[config.mk]
export PLATFORM = sky130hd
export DESIGN_NAME = mem_access_unit
export DESIGN_NICKNAME = d
export VERILOG_FILES = /design/src/rtl/cpu_pkg.sv /design/src/rtl/mem_lane_align.sv /design/src/rtl/mem_access_unit.sv
export SDC_FILE = /design/constraint.sdc
export NUM_CORES = 1
export LEC_CHECK = 0
export CAP_MARGIN = 20
export CORE_MARGIN = 2
export CORE_UTILIZATION = 48
export DETAILED_ROUTE_END_ITERATION = 12
export PLACE_DENSITY = 0.87
export REMOVE_ABC_BUFFERS = 1
export SLEW_MARGIN = 20
export SYNTH_ARGS = -nofsm -noshare
export SYNTH_HDL_FRONTEND = slang
export SYNTH_SLANG_ARGS = --single-unit
[constraint.sdc]
create_clock -name clk -period 7.7 [get_ports clk]
set_input_delay 1.54 -clock clk [delete_from_list [all_inputs] [get_ports clk]]
set_output_delay 1.54 -clock clk [all_outputs]
set_load 0.02 [all_outputs]
[src/rtl/cpu_pkg.sv]
// Shared encodings for the load/store stage: access sizes, FSM states, bus widths,
// and the alignment helpers used by mem_access_unit.
package cpu_pkg;

    localparam int XLEN      = 32;
    localparam int BE_W      = XLEN / 8;
    localparam int REG_IDX_W = 5;

    localparam logic [1:0] SZ_BYTE = 2'b00;
    localparam logic [1:0] SZ_HALF = 2'b01;
    localparam logic [1:0] SZ_WORD = 2'b10;

    typedef enum logic [1:0] {
        ST_IDLE = 2'b00,
        ST_REQ  = 2'b01,
        ST_RESP = 2'b10
    } mau_state_t;

    // Size 2'b11 behaves exactly like a word access.
    function automatic logic is_misaligned(input logic [1:0] size, input logic [1:0] offset);
        case (size)
            SZ_BYTE: return 1'b0;
            SZ_HALF: return offset[0];
            default: return offset != 2'b00;
        endcase
    endfunction

    function automatic logic [1:0] force_align(input logic [1:0] size, input logic [1:0] offset);
        case (size)
            SZ_BYTE: return offset;
            SZ_HALF: return {offset[1], 1'b0};
            default: return 2'b00;
        endcase
    endfunction

endpackage

[src/rtl/mem_lane_align.sv]
// Combinational lane steering: byte enables and replicated store data on the way out,
// lane extraction plus sign/zero extension of the read word on the way back.
module mem_lane_align
    import cpu_pkg::*;
(
    input  logic [1:0]      size,
    input  logic [1:0]      offset,
    input  logic            unsigned_ld,
    input  logic [XLEN-1:0] wdata,
    input  logic [XLEN-1:0] rdata,
    output logic [BE_W-1:0] be,
    output logic [XLEN-1:0] wdata_lane,
    output logic [XLEN-1:0] ld_data
);

    logic [XLEN-1:0] shifted;

    always_comb begin
        be         = 4'hF;
        wdata_lane = wdata;
        shifted    = rdata;
        ld_data    = rdata;
        case (size)
            SZ_BYTE: begin
                be         = 4'b0001 << offset;
                wdata_lane = {4{wdata[7:0]}};
                shifted    = rdata >> {offset, 3'b000};
                ld_data    = {{24{~unsigned_ld & shifted[7]}}, shifted[7:0]};
            end
            SZ_HALF: begin
                be         = 4'b0011 << {offset[1], 1'b0};
                wdata_lane = {2{wdata[15:0]}};
                shifted    = rdata >> {offset[1], 4'b0000};
                ld_data    = {{16{~unsigned_ld & shifted[15]}}, shifted[15:0]};
            end
            default: ;
        endcase
    end

endmodule

[src/rtl/mem_access_unit.sv]
// Load/store stage: one req/ack bus transaction per start, with timeout and write-back.
// Optional build macro MEM_ALIGN_CHECK_EN turns misaligned half/word accesses into faults.
module mem_access_unit
    import cpu_pkg::*;
#(
    parameter int TIMEOUT_CYCLES = 64
) (
    input  logic                 clk,
    input  logic                 rst,
    input  logic                 start,
    input  logic                 is_store,
    input  logic [1:0]           size,
    input  logic                 unsigned_ld,
    input  logic [XLEN-1:0]      addr,
    input  logic [XLEN-1:0]      wdata,
    input  logic [REG_IDX_W-1:0] rd_idx,
    output logic                 busy,
    output logic                 done,
    output logic                 wb_en,
    output logic [XLEN-1:0]      wb_data,
    output logic [REG_IDX_W-1:0] wb_idx,
    output logic                 bus_err,
    output logic                 misalign,
    output logic                 mem_req,
    output logic                 mem_we,
    output logic [XLEN-1:0]      mem_addr,
    output logic [BE_W-1:0]      mem_be,
    output logic [XLEN-1:0]      mem_wdata,
    input  logic                 mem_ack,
    input  logic [XLEN-1:0]      mem_rdata
);

    localparam int              CNT_W    = $clog2(TIMEOUT_CYCLES + 1);
    localparam logic [CNT_W-1:0] CNT_LAST = CNT_W'(TIMEOUT_CYCLES - 1);

    mau_state_t           state, state_next;
    logic [CNT_W-1:0]     cnt_q, cnt_next;
    logic                 store_q, uns_q, err_q, mis_q;
    logic [1:0]           size_q;
    logic [XLEN-1:0]      addr_q, wdata_q, rdata_q;
    logic [REG_IDX_W-1:0] rd_idx_q;

    logic                 accept, capture, timeout;
    logic                 mis_now;
    logic [1:0]           off_in;
    logic [BE_W-1:0]      be_lane;
    logic [XLEN-1:0]      wdata_lane, ld_data;
    logic                 wb_ok;

`ifdef MEM_ALIGN_CHECK_EN
    assign mis_now = is_misaligned(size, addr[1:0]);
    assign off_in  = addr[1:0];
`else
    assign mis_now = 1'b0;
    assign off_in  = force_align(size, addr[1:0]);
`endif

    always_comb begin
        state_next = state;
        cnt_next   = cnt_q;
        accept     = 1'b0;
        capture    = 1'b0;
        timeout    = 1'b0;
        case (state)
            ST_IDLE: begin
                cnt_next = '0;
                if (start) begin
                    accept     = 1'b1;
                    state_next = mis_now ? ST_RESP : ST_REQ;
                end
            end
            ST_REQ: begin
                // An ack on the last allowed cycle wins over the timeout.
                if (mem_ack) begin
                    capture    = 1'b1;
                    state_next = ST_RESP;
                end else if (cnt_q == CNT_LAST) begin
                    timeout    = 1'b1;
                    state_next = ST_RESP;
                end else begin
                    cnt_next = cnt_q + 1'b1;
                end
            end
            ST_RESP: begin
                cnt_next   = '0;
                state_next = ST_IDLE;
            end
            default: state_next = ST_IDLE;
        endcase
    end

    always_ff @(posedge clk or posedge rst) begin
        if (rst) begin
            state    <= ST_IDLE;
            cnt_q    <= '0;
            store_q  <= 1'b0;
            uns_q    <= 1'b0;
            err_q    <= 1'b0;
            mis_q    <= 1'b0;
            size_q   <= '0;
            addr_q   <= '0;
            wdata_q  <= '0;
            rdata_q  <= '0;
            rd_idx_q <= '0;
        end else begin
            state <= state_next;
            cnt_q <= cnt_next;
            if (accept) begin
                store_q  <= is_store;
                uns_q    <= unsigned_ld;
                size_q   <= size;
                addr_q   <= {addr[XLEN-1:2], off_in};
                wdata_q  <= wdata;
                rd_idx_q <= rd_idx;
                err_q    <= 1'b0;
                mis_q    <= mis_now;
            end
            if (capture) rdata_q <= mem_rdata;
            if (timeout) err_q <= 1'b1;
        end
    end

    mem_lane_align u_lane (
        .size        (size_q),
        .offset      (addr_q[1:0]),
        .unsigned_ld (uns_q),
        .wdata       (wdata_q),
        .rdata       (rdata_q),
        .be          (be_lane),
        .wdata_lane  (wdata_lane),
        .ld_data     (ld_data)
    );

    assign busy      = state != ST_IDLE;
    assign done      = state == ST_RESP;
    assign mem_req   = state == ST_REQ;
    assign mem_we    = mem_req & store_q;
    assign mem_be    = mem_req ? be_lane : '0;
    assign mem_addr  = {addr_q[XLEN-1:2], 2'b00};
    assign mem_wdata = wdata_lane;

    assign wb_ok    = done & ~store_q & ~err_q & ~mis_q;
    assign wb_en    = wb_ok;
    assign wb_data  = wb_ok ? ld_data : '0;
    assign wb_idx   = rd_idx_q;
    assign bus_err  = done & err_q;
    assign misalign = done & mis_q;

endmodule

Word-level counts from Yosys, hierarchy flattened
Index checks and enable logic that the tools add are counted.
- bits in latches: 0
- bits in registers: 115
- output and inout bits: 112
- RAM bits: 0
- ROM bits: 0
- bits of input ports: 109
- memories kept: 0
- $lt $le $gt $ge: 0
- muxes and demuxes: 22
- bitwise operators: 9
- div/mod/pow operators: 0
- multiply operators: 0
- eq/ne operators: 9
- reductions and logical operators: 9
- shift-type cells: 4
- $add $sub $neg: 1
- operators with widths (kind ; number):
    32-bit case mux with 2 select lines ; 2
    32-bit 2-to-1 mux ; 1
    32-bit by 5-bit right shift with 16-bit output ; 1
    32-bit by 5-bit right shift with 8-bit output ; 1
    7-bit 2-to-1 mux ; 2
    7-bit case mux with 2 select lines ; 1
    1-bit 2-to-1 mux ; 9
    2-bit case mux with 2 select lines ; 2
    4-bit case mux with 2 select lines ; 1
    7-bit by 1-bit adder with 7-bit output (second input constant) ; 1
    7-bit by 6-bit == test with 1-bit output (second input constant) ; 1
    1-bit AND ; 6
    2-bit by 1-bit == test with 1-bit output (second input constant) ; 3
    2-bit zero test ; 3
    2-bit 2-to-1 mux ; 3
    2-bit inequality test (second input constant) ; 3
    2-bit nonzero test ; 3
    4-bit 2-to-1 mux ; 1
    1-bit by 2-bit left shift with 4-bit output (first input constant) ; 1
    2-bit by 2-bit left shift with 4-bit output (first input constant) ; 1
    3-bit by 1-bit inequality test with 1-bit output (second input constant) ; 1
    1-bit inverter ; 3
    3-bit AND reduction ; 1
    2-bit == test (second input constant) ; 1
    2 further kinds ; 2

Depth between registers and ports, before layout
- depth in word-level cells: 5
- depth in mapped cells: 6

Hierarchy
From an unflattened synthesis, not the netlist that was laid out.
- cells, all modules: 525
- area total of the unflattened synthesis: 6194.7 µm²
- modules (own cells, without submodules) (module ; times used ; area an instance (µm²) ; cells an instance):
    mem_access_unit ; 1 ; 4903.5 ; 354
    mem_lane_align ; 1 ; 1291.2 ; 171

Least setup slack after synthesis
No wires, ideal clock.
- path type: reg-to-output
- from: reg state[0]
- to: out wb_data[7]
- required time: 6160 ps
- stages on the path, launching flop included: 5
- arrival time: 2309 ps
- setup slack: 3851 ps
- path through: dfrtp_1 > clkbuf_1 > nor2b_1 > nand2_1 > a2111oi_0
- longest elaborated chain between the ends: 4
- ends and longest elaborated chain (element ; line ; RTL):
    from (decl) ; mem_access_unit.sv:36 ; mau_state_t state, state_next;
    from (signal assigned) ; mem_access_unit.sv:106 ; state <= state_next;
    2-bit == test ; mem_access_unit.sv:135 ; assign done = state == ST_RESP;
    named net done ; mem_access_unit.sv:18 ; output logic done,
    1-bit AND (2 in series) ; mem_access_unit.sv:142 ; assign wb_ok = done & ~store_q & ~err_q & ~mis_q;
    32-bit 2-to-1 mux ; mem_access_unit.sv:144 ; assign wb_data = wb_ok ? ld_data : '0;
    to (decl) ; mem_access_unit.sv:20 ; output logic [XLEN-1:0] wb_data,
The timed path passes the listed nets, and every way through them passes these cells.

Final worst setup path
- from: reg size_q[1]
- to: out wb_data[7]
- longest elaborated chain between the ends: 3
- ends and longest elaborated chain (element ; line ; RTL):
    from (decl) ; mem_access_unit.sv:39 ; logic [1:0] size_q;
    from (signal assigned) ; mem_access_unit.sv:111 ; size_q <= size;
    2-bit by 1-bit == test with 1-bit output / 2-bit zero test (equally long branches) ; - ;
    32-bit case mux with 2 select lines * ; mem_lane_align.sv:23 ; case (size)
    32-bit 2-to-1 mux * ; mem_access_unit.sv:144 ;
Every way passes the cells marked *; elsewhere a longest branch is shown, timed or not.

==> impl_metrics.ini <==
[run_status]
outcome = finished clean

[clocking]
post_cts_buffers = 0
cts_made_buffers = 17
insertion_delay_ps = 420
cts_resized = 0
cts_root_buf = clkbuf_16
cts_tree = built
hold_buffers = 0
cts.path.max_buffers = 2
cts.htree.levels = 4
path_clk_slew_ps = 50
cts_sinks = 115

[drt]
routedWlPerCell_um = 17.01
ant_nets = 0
via_per_inst = 5.391
drtIter0Drc = 264
vias = 5138
drt-total-wl_um = 16210
drc = 0
first_pass_iters = 5

[place]
placed_cells = 921
hpwl_um = 11250
port-buffer-count = 217
place.gp.congestion = 0.8448

[hold_path]
hold_class = register to register
hold_depth = 2
min_to = wdata_q[22]$_DFFE_PP0P_
min_from = wdata_q[22]$_DFFE_PP0P_

[worst_setup_path]
critPathKind = register to output port
r2r_end = rdata_q[9]$_DFFE_PP0P_
path_max_fanout = 49
r2r-start = state[0]$_DFFE_PP0P_
crit_start = size_q[1]$_DFFE_PP0P_
r2r_setup_slack_ps = 5760
start_kind = register
reg2reg_depth = 5
arrival_ps = 3270
cp_data_required_time_ps = 6160
end_kind = output port

[timing]
drv_slew = 0
rsz0062_at_grt = false
worstMarginPinSlew_ps = 895.8
finalSetupViolCount = 0
fin_crit_sh_pct = 62.45
final-hold-violation-count = 0
fmax_mhz = 208.0
fin_tns_setup_ps = 0
fin_crit_ps = 4809
finClkSkew_ps = 5.314
max_slew_margin_pct = 40.28

[final_layout]
fill_cells = 771
fin_nets = 907
fin_util_pct = 71.59
final_layout_size_suffix_gt1_share_pct = 12.10
mostFrequentLayoutCells = 243 x nand2_1, 217 x clkdlybuf4s50_1, 114 x dfrtp_1
instances_no_fill = 953
areaGrowthSynthToFinish_pct = 43.85
final_common_cell = nand2_1
num_antenna_cells = 0

[pwr]
power_mw = 3.273
seqPwrFrac_pct = 33.7
power_frac_comb_pct = 43.3
clkPwrFrac_pct = 23.0
max-vdd-ir-drop_v = 0.0002783
power.density_nw_per_um2 = 395.3
p_leak_nw = 3.740
p_int_mw = 2.025
switching_power_mw = 1.248
switching_share_pct = 38.13

[die]
die_x_um = 113.5
rows = 39
dieArea_um2 = 12880
core_um2 = 11560
ioPinCount = 221
die_h_um = 113.5
start_util_pct = 49.77

[run]
drv_cap = 0

[grt]
grt_max_degree = 76
overflow = 0
grt_first_pass_wirelength_um = 25940
track_usage_pct = 25.86
grt_antenna_before_repair = 0
grt_pass1_vias = 5320

[synthesis]
synth_cell_types = 42
synthCells = 629
synth_flop_cell = dfrtp_1
ys_ff_latch = 115
syn_area_um2 = 5756
ys_warn_count = 0
synth-async-reset-ratio_pct = 100.0
synth_edf_count = 0
ys_seq_area_share_pct = 50.00
avgSynthCellArea_um2 = 9.150
worst max-delay path, cell delays in order, from the launching register on:
cell and delay (ps):
dfrtp_2 950, inv_1 230, and3_1 350, nor2b_1 170, a2111oi_0 460, clkdlybuf4s50_1 690
per-stage QoR:
| step | hold slack, ps | cell area [um^2] | setup slack [ps] |
|---|---|---|---|
| 2_1_floorplan | 440.1 | 5316 | 3116 |
| 3_3_place_gp | 453.9 | 7705 | 3386 |
| 3_5_place_dp | 460.6 | 7705 | 3361 |
| 4_1_cts | 473.2 | 8279 | 2896 |
| 5_1_grt | 496.4 | 8279 | 2733 |
| 6_report | 473.8 | 8279 | 2891 |
cell families after synthesis:
family	after synthesis	share of synthesized area [%]
fa+ha+maj	1	0.2174
simple gates	284	19.83
compound gates	77	8.457
flops	115	50.00
mux	65	12.72
xor+xnor	2	0.3044
other cells	1	0.06515
buf+inv	84	8.413
cell usage after synthesis (6+ instances only):
master | number | area (um^2)
nand2_1 | 244 | 915.9
dfrtp_1 | 115 | 2878
mux2_2 | 54 | 608.1
buf_4 | 41 | 307.8
a21oi_1 | 29 | 145.1
clkbuf_1 | 23 | 86.33
o21ai_0 | 17 | 85.08
a22oi_1 | 14 | 105.1
nor2_1 | 14 | 52.55
inv_1 | 10 | 37.54
mux2i_1 | 9 | 90.09
o2bb2ai_1 | 7 | 61.31
buf_2 | 6 | 30.03
nand3_1 | 6 | 30.03
state kept, by name (all words and copies together) (netlist names):
name / cells
err_q: 1
size_q: 2
addr_q: 32
store_q: 1
uns_q: 1
wdata_q: 32
cnt_q: 7
state: 2
wb_idx: 5
rdata_q: 32
final cells by class:
cell class | instances | area, um^2 | area share, %
flip-flops and latches | 115 | 2879 | 34.77
well taps | 143 | 178.9 | 2.161
clock inverters | 10 | 80.08 | 0.9672
clock buffers | 22 | 494.2 | 5.969
multi-input cells | 432 | 2405 | 29.05
repair buffers | 221 | 2202 | 26.60
inverters | 10 | 40.04 | 0.4836
how the worst max path moves through the flow:
stage / slack [ps] / to / cells past startpoint
after floorplan: 3120 / addr_q[0]$_DFFE_PP0P_ / 1
after global placement: 3390 / wb_data[7] / 5
after detailed placement: 3360 / wb_data[7] / 5
after CTS: 2900 / wb_data[7] / 5
after global routing: 2730 / wb_data[7] / 5
final: 2890 / wb_data[7] / 5
power groups by stage:
stage	logic (mW)	clock network, mW	registers [mW]
after floorplan	0.689	0	1.14
after global placement	1.38	0	1.08
after detailed placement	1.41	0	1.10
after CTS	1.43	0.763	1.10
after global routing	1.52	0.791	1.13
final	1.42	0.753	1.10
layer usage:
metal  vias to the layer above  routed length (um)  share of wire, %  GRT usage, %
li1                       2354                   -                 -             -
met4                         0                 457               2.8         11.06
met5                         -                   0                 0             0
met1                      2504                6057                37         29.15
met2                       246                8194                51         44.71
met3                        34                1501               9.3         8.980
Note: power is estimated with default switching activity, not from simulation.
